<file path="config.mk">
export PLATFORM = sky130hd
export DESIGN_NAME = pc_sequencer
export DESIGN_NICKNAME = d
export VERILOG_FILES = /design/src/rtl/pc_sequencer.sv
export SDC_FILE = /design/constraint.sdc
export NUM_CORES = 1
export LEC_CHECK = 0
export CAP_MARGIN = 30
export CORE_ASPECT_RATIO = 1.1
export CORE_UTILIZATION = 40
export CTS_BUF_LIST = sky130_fd_sc_hd__clkbuf_4
export DETAILED_ROUTE_END_ITERATION = 10
export DONT_BUFFER_PORTS = 1
export HOLD_SLACK_MARGIN = 0.12
export PLACE_DENSITY_LB_ADDON = 0.05
export RECOVER_POWER = 100
export REMOVE_ABC_BUFFERS = 1
export SETUP_SLACK_MARGIN = 0.4
export SYNTH_ARGS = -nofsm -noshare
export SYNTH_HDL_FRONTEND = slang
export SYNTH_SLANG_ARGS = --single-unit
</file>
<file path="constraint.sdc">
create_clock -name clk -period 5.77 [get_ports clk]
set_input_delay 0.577 -clock clk [delete_from_list [all_inputs] [get_ports clk]]
set_output_delay 0.577 -clock clk [all_outputs]
set_load 0.02 [all_outputs]
</file>
<file path="src/rtl/pc_sequencer.sv">
// pc_sequencer: architectural program counter with next-PC selection,
// stall hold and a circular return-address stack for call/return.
// Redirect priority: return (non-empty RAS) > jump > taken branch > sequential.
module pc_sequencer #(
    parameter int              XLEN      = 32,
    parameter int              IMM_W     = 16,
    parameter int              JIMM_W    = 26,
    parameter int              RAS_DEPTH = 8,
    parameter logic [XLEN-1:0] RESET_PC  = '0,
    parameter int              PC_STEP   = 4
) (
    input  logic                         clk,
    input  logic                         rst_n,
    input  logic                         stall,
    input  logic [IMM_W-1:0]             imm_16,
    input  logic [JIMM_W-1:0]            imm_26,
    input  logic                         zero,
    input  logic                         jump,
    input  logic                         link,
    input  logic                         ret,
    input  logic                         branch_eq,
    input  logic                         branch_ne,
    output logic [XLEN-1:0]              pc,
    output logic [XLEN-1:0]              pc_plus_step,
    output logic                         pc_src,
    output logic [XLEN-1:0]              target_address,
    output logic [$clog2(RAS_DEPTH):0]   ras_count,
    output logic                         ras_overflow,
    output logic                         ras_underflow
);

    localparam int PTR_W = $clog2(RAS_DEPTH);
    localparam int CNT_W = PTR_W + 1;

    localparam logic [XLEN-1:0]  STEP     = XLEN'(PC_STEP);
    localparam logic [CNT_W-1:0] CNT_FULL = CNT_W'(RAS_DEPTH);

    // Architectural state
    logic [XLEN-1:0]  pc_q;
    logic [PTR_W-1:0] ptr_q, ptr_d;
    logic [CNT_W-1:0] cnt_q, cnt_d;
    logic             ovf_q, ovf_d;
    logic             unf_q, unf_d;

    // Return-address storage (contents need no reset)
    logic [XLEN-1:0]  ras_q [RAS_DEPTH];
    logic             ras_we;
    logic [PTR_W-1:0] ras_waddr;

    // Datapath intermediates
    logic [XLEN-1:0]  seq_pc;
    logic [XLEN-1:0]  branch_off;
    logic [XLEN-1:0]  branch_tgt;
    logic [XLEN-1:0]  jump_tgt;
    logic [XLEN-1:0]  ras_top;
    logic             ras_empty;
    logic             ras_full;
    logic             ret_hit;
    logic             branch_taken;
    logic [XLEN-1:0]  next_pc;
    logic             redirect;

    // Event qualifiers for this edge
    logic             do_push;
    logic             do_pop;
    logic             do_unf;

    // Pointer arithmetic wraps naturally because RAS_DEPTH is a power of two.
    function automatic logic [PTR_W-1:0] ptr_inc(input logic [PTR_W-1:0] p);
        return p + PTR_W'(1);
    endfunction

    function automatic logic [PTR_W-1:0] ptr_dec(input logic [PTR_W-1:0] p);
        return p - PTR_W'(1);
    endfunction

    // Word-offset immediate: sign-extend, then scale to bytes.
    function automatic logic [XLEN-1:0] branch_offset(input logic [IMM_W-1:0] imm);
        return {{(XLEN-IMM_W-2){imm[IMM_W-1]}}, imm, 2'b00};
    endfunction

    // Jump keeps the current region bits above the word-index field.
    function automatic logic [XLEN-1:0] jump_target(input logic [XLEN-1:0]   cur,
                                                    input logic [JIMM_W-1:0] idx);
        return {cur[XLEN-1:JIMM_W+2], idx, 2'b00};
    endfunction

    assign seq_pc     = pc_q + STEP;
    assign branch_off = branch_offset(imm_16);
    assign branch_tgt = pc_q + branch_off;
    assign jump_tgt   = jump_target(pc_q, imm_26);

    // ptr_q points at the next free slot, so the top lives one below it.
    assign ras_top    = ras_q[ptr_dec(ptr_q)];
    assign ras_empty  = (cnt_q == '0);
    assign ras_full   = (cnt_q == CNT_FULL);

    assign ret_hit      = ret & ~ras_empty;
    assign branch_taken = (branch_eq & zero) | (branch_ne & ~zero);

    // Next-PC selection; evaluated every cycle, stalled or not.
    always_comb begin
        next_pc  = seq_pc;
        redirect = 1'b0;
        if (ret_hit) begin
            next_pc  = ras_top;
            redirect = 1'b1;
        end else if (jump) begin
            next_pc  = jump_tgt;
            redirect = 1'b1;
        end else if (branch_taken) begin
            next_pc  = branch_tgt;
            redirect = 1'b1;
        end
    end

    assign do_push = jump & link & ~stall;
    assign do_pop  = ret & ~stall & ~ras_empty;
    assign do_unf  = ret & ~stall & ras_empty;

    // RAS pointer/count/event next-state; a stall suppresses every update.
    always_comb begin
        ptr_d     = ptr_q;
        cnt_d     = cnt_q;
        ovf_d     = 1'b0;
        unf_d     = do_unf;
        ras_we    = 1'b0;
        ras_waddr = ptr_q;
        if (do_pop && do_push) begin
            // Pop then push in one edge: the top entry is replaced in place,
            // depth is unchanged and the stack never overflows.
            ras_we    = 1'b1;
            ras_waddr = ptr_dec(ptr_q);
        end else if (do_push) begin
            // A push into a full stack lands on the oldest slot.
            ras_we    = 1'b1;
            ras_waddr = ptr_q;
            ptr_d     = ptr_inc(ptr_q);
            if (ras_full) begin
                ovf_d = 1'b1;
            end else begin
                cnt_d = cnt_q + CNT_W'(1);
            end
        end else if (do_pop) begin
            ptr_d = ptr_dec(ptr_q);
            cnt_d = cnt_q - CNT_W'(1);
        end
    end

    // Control registers: PC, RAS pointer/count and the one-cycle event pulses.
    always_ff @(posedge clk or negedge rst_n) begin
        if (!rst_n) begin
            pc_q  <= RESET_PC;
            ptr_q <= '0;
            cnt_q <= '0;
            ovf_q <= 1'b0;
            unf_q <= 1'b0;
        end else begin
            if (!stall) begin
                pc_q <= next_pc;
            end
            ptr_q <= ptr_d;
            cnt_q <= cnt_d;
            ovf_q <= ovf_d;
            unf_q <= unf_d;
        end
    end

    // Return-address write port; the pushed value is always the caller's pc + step.
    always_ff @(posedge clk) begin
        if (ras_we) begin
            ras_q[ras_waddr] <= seq_pc;
        end
    end

    assign pc             = pc_q;
    assign pc_plus_step   = seq_pc;
    assign pc_src         = redirect;
    assign target_address = next_pc;
    assign ras_count      = cnt_q;
    assign ras_overflow   = ovf_q;
    assign ras_underflow  = unf_q;

endmodule

</file>
* Yosys cells after proc, flatten, opt, wreduce, memory -nomap -nowiden
Memories as Yosys holds them, arrays and structs flattened. Index checks and enable logic that the tools add are counted.
Storage, ports and cells: register bits 41, RAM bits 256, bits of input ports 51, output and inout port bits 103, memories 1
Memory list:
- ras_q | depth 8, width 32, read ports 1, clocked after memory_dff 0, wr ports 1, line 46 | logic [XLEN-1:0] ras_q [RAS_DEPTH];
Cells by class: add/subtract/negate cells 6, eq/ne operators 2, mux-type cells 19, bitwise gates (word level) 13, reductions and logical operators 5
Operators with widths (number):
- 32-bit 2-to-1 mux | 3
- 32-bit by 3-bit adder with 32-bit output, second input constant | 1
- 32-bit adder | 1
- 4-bit 2-to-1 mux | 3
- 1-bit 2-to-1 mux | 10
- 3-bit 2-to-1 mux | 3
- 1-bit AND | 8
- 4-bit by 1-bit adder with 4-bit output, second input constant | 1
- 4-bit equality test, second input constant | 1
- 4-bit zero test | 1
- 1-bit NOT | 4
- 4-bit by 1-bit subtractor with 4-bit output, second input constant | 1
- 3-bit by 1-bit adder with 3-bit output, second input constant | 1
- 3-bit AND reduction | 1
- 3-bit by 1-bit subtractor with 3-bit output, second input constant | 1
- 2-bit inequality test, second input constant | 1
- 2-bit AND reduction | 1
- 2-bit nonzero test | 1
- 1-bit logical AND | 1
- 1-bit bitwise OR | 1

* Depth between registers and ports, before layout
depth in word-level cells 7, mapped depth 15

* Worst setup path after synthesis
Ideal clock, no wire load.
path type register to register, from reg ptr_q[0], to mem ras_q[0][0], enable pin, arrival 4.465 ns, data required time 5.349 ns, setup slack 0.884 ns, stages on the path, launching flop included 13, buffers on the path 6, cell sequence dfrtp_1 clkbuf_1 clkbuf_1 clkbuf_1 inv_1 ha_1 clkbuf_1 buf_1 clkbuf_1 nand2_1 o21ai_0 nand2_1 nor2_1
Between the ends: word-level cells in the longest chain between the ends 2
RTL lines:
- start, declared | line 40 | logic [PTR_W-1:0] ptr_q, ptr_d;
- start signal, assigned | line 162 | ptr_q <= ptr_d;
- 3-bit by 1-bit subtractor with 3-bit output | line 74 | return p - PTR_W'(1);
- 3-bit 2-to-1 mux (*) | line 129 | if (do_pop && do_push) begin
- end, declared | line 46
Mark *: on every way between the ends. The rest lies on a longest branch, timed or not.

* Final worst setup path
from reg pc_q[4] (netlist: pc[4]), to out target_address[23]
Between the ends: word-level cells in the longest chain between the ends 4, elaborated cells on any way between the ends 5
RTL lines:
- start, declared | line 39 | logic [XLEN-1:0] pc_q;
- start signal, assigned | line 160 | pc_q <= next_pc;
- 32-bit by 3-bit adder with 32-bit output / 32-bit adder (equally long branches) | line 88, 90
- 32-bit 2-to-1 mux (*) | line 111 | end else if (branch_taken) begin
- 32-bit 2-to-1 mux (*) | line 108 | end else if (jump) begin
- 32-bit 2-to-1 mux (*) | line 105 | if (ret_hit) begin
- end, declared | line 26 | output logic [XLEN-1:0] target_address,
Marked as above.

==> reports/qor.csv <==
stage,metric,value,unit
run_status,status,"complete, but fails checks",
run_status,violations,"max-capacitance violations, max-slew violations",
layout,nets,1211,
grt,antenna_found_initial,4,
layout,areaGrowthSynthToFinish,13.85,%
floorplan,die_h,201.6,um
floorplan,io_pins,154,
floorplan,core,35400,um2
grt,grt_first_pass_wirelength,63360,um
clock_tree,cts_buffers,81,
floorplan,start_util,0.4092,
route,drt-vias-per-instance,5.632,
route,wirelength,42260,um
synthesis,synth_warnings,0,
critical_path,rrSetupSlack,630,ps
route,antenna_left,0,
critical_path,cp-endpoint,target_address[23],
grt,gr-total-overflow,0,
critical_path,cp_slowest_cell,nor3_1,
route,drtIter0Drc,678,
synthesis,synth_edf_count,256,
sta,fin_ws,554.9,ps
synthesis,synthMuxAreaShare,0.1313,
power_and_ir_drop,p_per_area,602.2,nW/um2
sta,fin_crit,5215,ps
place,gp_congestion,0.8704,
clock_tree,htreeDepth,3,
synthesis,ys_types,62,
critical_path,crit_path_cell_trace,and3_1 -> nand3_1 -> nor3_1 -> and4_1 -> xor2_1 -> clkbuf_1 -> nand2_1 -> o211a_1 -> a311oi_1 -> clkbuf_1,
clock_tree,cts.clk_slew.worst_paths,60,ps
critical_path,cp-end-kind,output port,
route,wl_per_cell,25.26,um
place,port_buffers,0,
sta,worstMarginPinSlew,2931,ps
floorplan,die_w,183.5,um
grt,grt_pass1_vias,9849,
critical_path,cpPeakStageDelay,810,ps
synthesis,ys.flop_type,edfxtp_1,
floorplan,die_area,36980,um2
critical_path,crit_path_max_fanout,10,
synthesis,yosys-top-cells-area,"edfxtp_1 (53%), mux4_2 (9.9%), dfrtp_1 (7.1%)",
synthesis,synth_top_area_cell,edfxtp_1,
synthesis,synth_compound_area_frac,0.09034,
layout,drive_gt1_frac,0.2264,
route,vias,9423,
route,drc,0,
critical_path,cp_common_cell,clkbuf_1,
clock_tree,cts_buffer_depth,3,
clock_tree,cts_tree,built,
critical_path,reg2reg_to,ras_q[3][29]$_DFFE_PP_,
critical_path,crit_family,simple AND/OR/NAND/NOR gates,
sta,hold_viol,0,
power_and_ir_drop,ir_drop,306.0,uV
synthesis,ys_seq_elements,297,
synthesis,synthArstFlopShare,0.1380,
sta,slew-limit-headroom,-0.9540,
synthesis,synth_top_area_share,0.5307,
critical_path,cp-start-kind,flop,
synthesis,synth_fa_ha_area_frac,0.03386,
critical_path,required,5190,ps
critical_path,r2r_start,ptr_q[0]$_DFFE_PN0P_,
synthesis,netlist_instances,1038,
critical_path,path_depth,10,
synthesis,synth_xor_area_frac,0.03688,
hold_path,hold_path.class,in2reg,
grt,grt_use_total,0.2380,
critical_path,crit_type,reg2out,
place,dpl.hpwl,28090,um
clock_tree,cts_sinks,297,
route,drt-pass1-iter-count,5,
sta,fin_skew,51.79,ps
synthesis,yosys.area_share.simple,0.08818,
clock_tree,cts_setup_buffers,0,
critical_path,arrival,4640,ps
critical_path,r2r_cells,7,
critical_path,crit_start,pc[4]$_DFFE_PN0N_,
sta,fin_tns_setup,0,ps
synthesis,synth_top_family_by_area,multiplexers,
synthesis,ys_seq_area_frac,0.6015,
critical_path,critPathBufInv,2,
flow_run,cap_violations,2,
sta,maxSlewViolCount,68,
synthesis,avgSynthCellArea,13.96,um2
power_and_ir_drop,total_leakage_power,5.772,nW
sta,rsz0062_at_grt,false,
sta,setup_violations,0,
place,dpl_worst_slack,1256,ps
synthesis,netlist_area,14490,um2
sta,finalCritPeriodShare,0.9038,
sta,timing.fmax,191.8,MHz
clock_tree,clkLatencyLatePin,740,ps
clock_tree,root_buffer,clkbuf_4,
floorplan,num_rows,72,
grt,grt_max_degree,42,
[cell type report]
| type | count | area (um2) |
|---|---|---|
| sequential | 297 | 8713 |
| timing repair buffer | 55 | 357.8 |
| multi-input combinational | 674 | 5602 |
| clock buffer | 131 | 983.4 |
| clock inverter | 18 | 175.2 |
| tap | 481 | 601.8 |
| inverter | 13 | 48.80 |
| antenna | 4 | 10.01 |
| fill | 3221 | 18910 |
[worst min-delay path by stage]
| stage | from | endpoint | slack, ps | depth (start not counted) |
|---|---|---|---|---|
| CTS | imm_26[4] | pc[6]$_DFFE_PN0N_ | 150 | 3 |
| finish | imm_26[4] | pc[6]$_DFFE_PN0N_ | 260 | 3 |
| global route | imm_26[4] | pc[6]$_DFFE_PN0N_ | 240 | 3 |
| floorplan | rst_n | pc[0]$_DFFE_PN0N_ | 280 | 0 |
| detailed placement | rst_n | pc[20]$_DFFE_PN0N_ | 280 | 0 |
| global placement | rst_n | pc[22]$_DFFE_PN0N_ | 280 | 0 |
[sequential cells by signal, summed over array words and instances (netlist names)]
name,count
ras_q,256
pc,32
ras_count,4
ptr_q,3
ras_overflow,1
ras_underflow,1
[layout by cell type, fill, tap and decap left out, types with 35 or more instances in the layout]
| cell | synthesis | layout |
|---|---|---|
| o21ai_0 | 40 | 40 |
| edfxtp_1 | 256 | 256 |
| dfrtp_1 | 41 | 41 |
| clkbuf_4 | 0 | 131 |
| nand2_1 | 115 | 115 |
| ha_1 | 36 | 35 |
| mux4_2 | 64 | 64 |
| a21oi_1 | 55 | 55 |
| nor2_1 | 47 | 39 |
[cells by family (layout without fill, tap and decap cells)]
family,Yosys count,count (layout)
simple gates,271,271
fa+ha+maj,38,38
other cells,0,4
xor+xnor,61,61
compound gates,198,198
mux,106,106
buf+inv,67,217
flops,297,297
[metal layers]
metal  global-route usage  part of all wire  vias to the layer above
li1                     -                 -                     4293
met3              0.06570             0.069                       51
met4              0.08125             0.020                        0
met5                    0                 0                        -
met1               0.3127              0.43                     4774
met2               0.3787              0.48                      305
[worst min-delay path, cell delays in order]
cell and delay (ps):
o211ai_1 60, o21ai_0 140, mux2_2 170
[where the power goes]
part	internal [mW]	total, mW	leakage (nW)	switching, mW
Combinational	1.69	4.43	2.29	2.74
Clock	1.20	2.07	0.689	0.872
Sequential	2.86	3.42	2.79	0.564
[what timing repair did]
action	in CTS	in global routing
hold endpoints to repair	48	0
setup endpoints to repair	0	3
hold buffers	6	0
gates resized for setup	0	3
[through the flow]
step | power [mW] | hold slack (ps) | cell area [um2] | utilization | instances
floorplan | 6.551 | 281.4 | 14270 | - | 984
global placement | 7.933 | 283.6 | 15370 | 0.4342 | 1510
detailed placement | 8.004 | 283.5 | 15430 | 0.4360 | 1513
CTS | 10.13 | 146.2 | 16670 | 0.4709 | 1668
global route | 10.56 | 236.8 | 16490 | 0.4658 | 1672
finish | 9.931 | 262.4 | 16490 | 0.4658 | 1673
[cells in the mapped netlist, drive strengths merged (3+ instances only)]
master	n
o22ai	7
o211ai	14
o311a	3
o31ai	3
and3	15
dfrtp	41
o21bai	7
nand3	23
and4	6
inv	13
and2	5
nor2	47
nor3	15
a221o	3
nand2b	6
nand4	12
a31oi	6
nor3b	6
or4	3
mux2	29
a211oi	11
edfxtp	256
xor2	31
a21oi	55
o21a	7
nand2	115
or3	7
nor2b	5
mux4	64
xnor2	30
o21ai	40
buf	10
ha	36
clkbuf	44
a31o	5
mux2i	13
a221oi	4
a21o	14
No activity file was read; power rests on OpenSTA's default activity.
